<file path="config.mk">
export PLATFORM = sky130hd
export DESIGN_NAME = ram_port_arbiter
export DESIGN_NICKNAME = d
export VERILOG_FILES = /design/src/rtl/ram_port_arbiter.sv
export SDC_FILE = /design/constraint.sdc
export NUM_CORES = 1
export LEC_CHECK = 0
export CAP_MARGIN = 10
export CORE_UTILIZATION = 41
export CTS_CLUSTER_SIZE = 40
export DETAILED_ROUTE_END_ITERATION = 16
export GPL_ROUTABILITY_DRIVEN = 1
export HOLD_SLACK_MARGIN = 0.1
export PLACE_DENSITY = 0.92
export SLEW_MARGIN = 5
export SYNTH_ARGS = -nofsm -noshare
export SYNTH_HDL_FRONTEND = slang
export SYNTH_SLANG_ARGS = --single-unit
</file>
<file path="constraint.sdc">
create_clock -name CLK -period 5.28 [get_ports CLK]
set_input_delay 1.056 -clock CLK [delete_from_list [all_inputs] [get_ports CLK]]
set_output_delay 1.056 -clock CLK [all_outputs]
set_load 0.01 [all_outputs]
</file>
<file path="src/rtl/ram_port_arbiter.sv">
// Two-port round-robin arbiter in front of the single-port 1024x32 data RAM.
// Optional ownership locking is compiled in with `define RAM_ARB_LOCK_EN.
module ram_port_arbiter #(
  parameter int ADDR_W = 10,
  parameter int DATA_W = 32
) (
  input  logic              CLK,
  input  logic              RST,
  input  logic              req_a,
  input  logic              we_a,
  input  logic [ADDR_W-1:0] addr_a,
  input  logic [DATA_W-1:0] wdata_a,
  output logic              ack_a,
  output logic [DATA_W-1:0] rdata_a,
  input  logic              req_b,
  input  logic              we_b,
  input  logic [ADDR_W-1:0] addr_b,
  input  logic [DATA_W-1:0] wdata_b,
  output logic              ack_b,
  output logic [DATA_W-1:0] rdata_b,
`ifdef RAM_ARB_LOCK_EN
  input  logic              lock_a,
  input  logic              lock_b,
`endif
  output logic [ADDR_W-1:0] ram_addr,
  output logic [DATA_W-1:0] ram_wdata,
  output logic              ram_we,
  input  logic [DATA_W-1:0] ram_rdata
);

  typedef enum logic [1:0] {IDLE, GNT_A, GNT_B} state_t;

  state_t              r_state;
  state_t              w_next;
  logic                r_rr_last;
  logic                r_ack_a;
  logic                r_ack_b;
  logic [DATA_W-1:0]   r_rdata_a;
  logic [DATA_W-1:0]   r_rdata_b;
  logic [ADDR_W-1:0]   r_ram_addr;
  logic [DATA_W-1:0]   r_ram_wdata;
  logic                r_ram_we;
  logic                w_elig_a;
  logic                w_elig_b;
  logic                w_lock_hold;
`ifdef RAM_ARB_LOCK_EN
  logic                w_own_a;
  logic                w_own_b;
`endif

  // r_rr_last: 0 = A won last, 1 = B won last. The grant holder is masked at
  // the edge that produces its ack, so its held request is not served twice.
  always_comb begin
    w_elig_a    = req_a & (r_state != GNT_A);
    w_elig_b    = req_b & (r_state != GNT_B);
    w_lock_hold = 1'b0;
`ifdef RAM_ARB_LOCK_EN
    w_own_a = lock_a & ((r_state == GNT_A) | r_ack_a);
    w_own_b = lock_b & ((r_state == GNT_B) | r_ack_b);
    if (w_own_a)
      w_elig_b = 1'b0;
    else if (w_own_b)
      w_elig_a = 1'b0;
    w_lock_hold = w_own_a | w_own_b;
`endif
    w_next = IDLE;
    if (w_elig_a && w_elig_b)
      w_next = r_rr_last ? GNT_A : GNT_B;
    else if (w_elig_a)
      w_next = GNT_A;
    else if (w_elig_b)
      w_next = GNT_B;
  end

  always_ff @(posedge CLK or posedge RST) begin
    if (RST) begin
      r_state     <= IDLE;
      r_rr_last   <= 1'b1;
      r_ack_a     <= 1'b0;
      r_ack_b     <= 1'b0;
      r_rdata_a   <= '0;
      r_rdata_b   <= '0;
      r_ram_addr  <= '0;
      r_ram_wdata <= '0;
      r_ram_we    <= 1'b0;
    end else begin
      r_state <= w_next;
      r_ack_a <= (r_state == GNT_A);
      r_ack_b <= (r_state == GNT_B);
      if (r_state == GNT_A)
        r_rdata_a <= ram_rdata;
      if (r_state == GNT_B)
        r_rdata_b <= ram_rdata;
      // A locked owner keeps the round-robin pointer where it was.
      case (w_next)
        GNT_A: begin
          r_ram_addr  <= addr_a;
          r_ram_wdata <= wdata_a;
          r_ram_we    <= we_a;
          if (!w_lock_hold)
            r_rr_last <= 1'b0;
        end
        GNT_B: begin
          r_ram_addr  <= addr_b;
          r_ram_wdata <= wdata_b;
          r_ram_we    <= we_b;
          if (!w_lock_hold)
            r_rr_last <= 1'b1;
        end
        default: r_ram_we <= 1'b0;
      endcase
    end
  end

  assign ack_a     = r_ack_a;
  assign ack_b     = r_ack_b;
  assign rdata_a   = r_rdata_a;
  assign rdata_b   = r_rdata_b;
  assign ram_addr  = r_ram_addr;
  assign ram_wdata = r_ram_wdata;
  assign ram_we    = r_ram_we;

endmodule

</file>
==> impl_metrics.ini, run 1 <==
[power_and_ir_drop]
p_comb_frac = 0.454
leakagePower_nw = 3.27
power_frac_seq = 0.366
powerDensity_mw_per_mm2 = 562
clock_power_share = 0.179
switching_share = 0.321
vdd_ir_drop_max_mv = 0.371
p_switching_mw = 1.33
intPower_mw = 2.82

[yosys]
synth_top_family_by_area = multiplexers
yosys-top-cells-count = 138 x nand2_1, 111 x dfrtp_1, 42 x mux2i_1
synth.top_cell.area_share = 0.590
yosysTopAreaCell = dfrtp_1
synth_ff_type = dfrtp_1
synth_compound_gate_area_share = 0.0545
synthTopCellsByArea = dfrtp_1 59%, nand2_1 11%, mux2i_1 8.9%
synth_edf_count = 0
ys_warn_count = 0
async_flop_share = 1.00
synthXorXnorAreaFrac = 0
synthMuxAreaShare = 0.189
seq_area_frac_synth = 0.596
synth_fa_ha_area_frac = 0.00532
ys_seq_elements = 112
netlist_area_mm2 = 0.00471
syn_inst = 407
syn_avg_cell_area_um2 = 11.6
synth_simple_gate_area_share = 0.115
synth_most_common_cell = nand2_1
syn-num-nets = 531
synth_cell_types = 23

[floorplan]
start_util = 0.427
die_x_um = 109
core_mm2 = 0.0110
io_pins = 231
num_rows = 38
die_h_um = 109
die-area_mm2 = 0.0119

[status]
status = completed

[route]
vias_per_cell = 5.01
drc_errors = 0
wirelength_um = 12700
vias = 3876
drt_iter0_markers = 175
post_drt_wl_per_cell_um = 16.5
dr.pass1.iters = 4
detail-route-antenna-nets = 0

[timing]
worst_pin_slew_ps = 1060
fin_crit_ps = 3260
setup_violations = 0
rsz0062_at_grt = false
slew_viol_final = 0
finalHoldViolCount = 0
max_freq_ghz = 0.307
fin_ws_ps = 2020
setup_tns_ps = 0
worst_clock_skew_ps = 5.90
final.period_utilization = 0.617
max-slew-margin-rel = 0.293

[setup_path]
crit_path_end_kind = flip-flop
path_cells = clkdlybuf4s50_1 -> a21oi_2 -> o21a_1 -> ha_2 -> buf_4 -> mux2i_1 -> o21ai_0
cp-start-kind = input pin
critPathMaxStageDelay_ps = 900
worst_path_max_delay_cell = ha_2
crit_fanout = 35
criticalPathCategory = in2reg
cp.required_ps = 5480
cp_data_arrival_time_ps = 3460

[finish]
antenna_cells = 0
drive_gt1_frac = 0.0837
area_delta_synth_final_pct = 56.9
nets = 752
final_cells = 773

[flow_run]
drv_cap = 0

[placement]
dp_hpwl_um = 9340
place_inst = 757
port_buffers = 230
dpl_worst_slack_ps = 1670
gp_congestion = 0.770

[clocking]
numClockSinks = 112
numCtsBuffers = 9
clk_pin_slew_ps = 70
holdBufCountCts = 0
cts_root_buffer = clkbuf_16
clk_latency_ps = 340
cts_tree = yes
h-tree-depth = 3
clk_path_buf_depth = 2
cts-resized-gates = 0
postCtsSetupRepairBufs = 0

[grt]
grt_max_degree = 83
antenna_found_initial = 0
overflow = 0
grt_pass1_wl_um = 20000
first_global_vias = 3990
grt_usage = 0.223

[worst_hold_path]
min_path_type = reg2reg
[logic make-up (layout without fill, tap and decap cells)]
kind of cell	Yosys count	after routing
and+or+nand+nor	141	141
DFF	112	112
muxes	75	75
AOI/OAI and AO/OA	49	49
buffers and inverters	28	254
adders and majority gates	2	2
[worst max-delay path: cells and delay by family]
kind	cells	cell delay, ps
fa+ha+maj	1	900
buf+inv	2	810
compound gates	3	460
mux	1	220
[through the flow]
step	instance area [µm²]	hold slack (ps)	power [mW]	util
3_5_place_dp	7050	466	3.42	0.639
2_1_floorplan	4710	509	2.35	-
3_3_place_gp	7050	456	3.34	0.639
4_1_cts	7380	483	4.18	0.669
6_report	7380	481	4.15	0.669
5_1_grt	7380	507	4.41	0.669
[routing by layer]
| metal | routed length (µm) | track usage |
|---|---|---|
| met5 | 0 | 0 |
| met4 | 369 | 0.106 |
| met3 | 1240 | 0.0777 |
| met2 | 6190 | 0.373 |
| met1 | 4920 | 0.254 |
[cell type report]
type	instances	area, µm²
Fill cell	795	3650
Clock inverter	2	60.1
Inverter	3	13.8
Tap cell	140	175
Timing Repair Buffer	235	2340
Clock buffer	14	274
Multi-Input combinational cell	267	1720
Sequential cell	112	2800
[flip-flops by register name, indices dropped and copies added, names as in the netlist]
register / cells
rdata_a: 32
ack_a: 1
r_rr_last: 1
r_state: 2
ram_addr: 10
ram_we: 1
rdata_b: 32
ack_b: 1
ram_wdata: 32
[cells in the final DEF, fill, tap and decap left out, drive strengths merged, types with 2 or more instances in the layout]
cell type	synthesis	routed
a21oi	2	2
buf	19	5
bufinv	0	2
clkbuf	6	14
clkdlybuf4s50	0	230
dfrtp	111	111
ha	2	2
inv	3	3
mux2	33	33
mux2i	42	42
nand2	138	138
o21a	2	2
o21ai	44	44
[path summary, 6_finish.rpt]
kind	slack, ps	cells past startpoint	to	from
worst max-delay path	2020	7	ram_wdata[6]	req_a
min in group asynchronous	1300	2	rdata_b[10]	RST
worst max register to register	2210	8	ram_wdata[6]	r_state[1]
worst min-delay path	480	2	rdata_a[28]	rdata_a[28]
max in group asynchronous	2950	3	r_rr_last	RST
worst min register to register	480	2	rdata_a[28]	rdata_a[28]
[power by group through the flow]
stage / Clock, mW / Sequential [mW] / Combinational [mW]
3_5_place_dp: 0 / 1.53 / 1.89
6_report: 0.745 / 1.52 / 1.89
2_1_floorplan: 0 / 1.69 / 0.658
5_1_grt: 0.797 / 1.57 / 2.04
4_1_cts: 0.762 / 1.52 / 1.90
3_3_place_gp: 0 / 1.50 / 1.84
No activity file was read; power rests on OpenSTA's default activity.
==> run 2: changes to the inputs <==
==> constraint.sdc (replaced) <==
create_clock -name CLK -period 3.4 [get_ports CLK]
set_input_delay 0.68 -clock CLK [delete_from_list [all_inputs] [get_ports CLK]]
set_output_delay 0.68 -clock CLK [all_outputs]
set_load 0.01 [all_outputs]
==> impl_metrics.ini, run 2 (synthesis results as in run 1) <==
[placement]
port_buffers = 230
place_area_mm2 = 0.00709
dp_hpwl_um = 9470
gp_congestion = 0.777

[clocking]
clk_path_buf_depth = 2
clk_latency_ps = 350
cts-resized-gates = 0
numCtsBuffers = 9
h-tree-depth = 3
holdBufCountCts = 0
cts_root_buffer = clkbuf_16
numClockSinks = 112
postCtsSetupRepairBufs = 0
clk_pin_slew_ps = 70
cts_tree = yes

[floorplan]
num_rows = 38
core_mm2 = 0.0110
die_x_um = 109
start_util = 0.427
io_pins = 231
die_h_um = 109
die-area_mm2 = 0.0119

[timing]
worst_clock_skew_ps = 8.69
worst_pin_slew_ps = 650
max_freq_ghz = 0.385
fin_crit_ps = 2600
max-slew-margin-rel = 0.566
slew_viol_final = 0
finalHoldViolCount = 0
rsz0062_at_grt = false
setup_tns_ps = 0
setup_violations = 0
hold_ws_ps = 478
final.period_utilization = 0.765

[worst_hold_path]
min_path_type = reg2reg

[setup_path]
cp_data_arrival_time_ps = 2810
timing.critical_path.to = ram_wdata[10]
crit_path_end_kind = flip-flop
criticalPathCategory = reg2reg
worstReg2RegStart = r_state[1]
crit_fanout = 36
cp-start-kind = flip-flop
regToRegSetupSlack_ps = 800
r2r_cells = 8
cp.required_ps = 3610
timing.rr.end = ram_wdata[10]
critPathLaunch = r_state[1]

[finish]
final_core_util = 0.671
antenna_cells = 0
area_delta_synth_final_pct = 57.2
layout_common_cells = 230 x clkdlybuf4s50_1, 138 x nand2_1, 111 x dfrtp_1, 42 x mux2i_1, 36 x o21ai_0
n_fill_cell = 811
regArea_mm2 = 0.00280
final_area_mm2 = 0.00740
drive_gt1_frac = 0.0869
nets = 752
multiInputGateArea_mm2 = 0.00172
mostFrequentLayoutCell = clkdlybuf4s50_1

[route]
detail-route-antenna-nets = 0
drc_errors = 0
post_drt_wl_per_cell_um = 16.8
drt_iter0_markers = 221
dr.pass1.iters = 4
vias = 3787
wirelength_um = 13000
vias_per_cell = 4.90

[grt]
grt_usage = 0.226
first_global_vias = 4016
overflow = 0
antenna_found_initial = 0
grt_pass1_wl_um = 20200
grt_max_degree = 113

[power_and_ir_drop]
vdd_ir_drop_max_mv = 0.623
power_mw = 6.40
leakagePower_nw = 3.27
powerDensity_mw_per_mm2 = 865

[status]
status = completed

[flow_run]
drv_cap = 0
[run 2: cell type report]
cell class              count  share of cell area
inverters                   3             0.00203
clock buffers              11              0.0342
clock inverters             5             0.00744
multi-input cells         267               0.232
flip-flops and latches    112               0.379
repair buffers            235               0.321
well taps                 140              0.0237
[run 2: how the worst min path moves through the flow]
stage / from / endpoint / slack, ps / cells after the start
after floorplan: rdata_a[29] / rdata_a[29] / 510 / 2
after global routing: rdata_a[2] / rdata_a[2] / 500 / 2
after global placement: rdata_a[28] / rdata_a[28] / 460 / 2
after CTS: rdata_a[26] / rdata_a[26] / 480 / 2
after detailed placement: rdata_a[26] / rdata_a[26] / 460 / 2
final: rdata_a[26] / rdata_a[26] / 480 / 2
[run 2: stage by stage]
stage	instances	worst slack (ps)
2_1_floorplan	407	1360
3_3_place_gp	757	839
3_5_place_dp	757	684
4_1_cts	773	814
5_1_grt	773	569
6_report	773	800
[run 2: power breakdown]
group | internal (mW) | leakage, nW | switching, mW
clock | 0.609 | 0.148 | 0.478
combinational | 1.71 | 1.76 | 1.26
sequential | 1.98 | 1.36 | 0.367
total | 4.30 | 3.27 | 2.11
[run 2: layer usage]
layer / wire length, µm / GRT usage / part of all wire / vias up
met3: 1360 / 0.109 / 0.10 / 24
met1: 4680 / 0.239 / 0.36 / 1794
li1: - / - / - / 1783
met4: 310 / 0.0743 / 0.024 / 0
met2: 6650 / 0.393 / 0.51 / 186
met5: 0 / 0 / 0 / -
[run 2: critical path, cell delays in order (launching register included)]
cell and delay, ps:
dfrtp_1 370, nand2b_1 170, inv_2 480, a21oi_1 160, o21ai_1 210, ha_2 410
buf_12 300, mux2i_1 230, o21ai_0 110
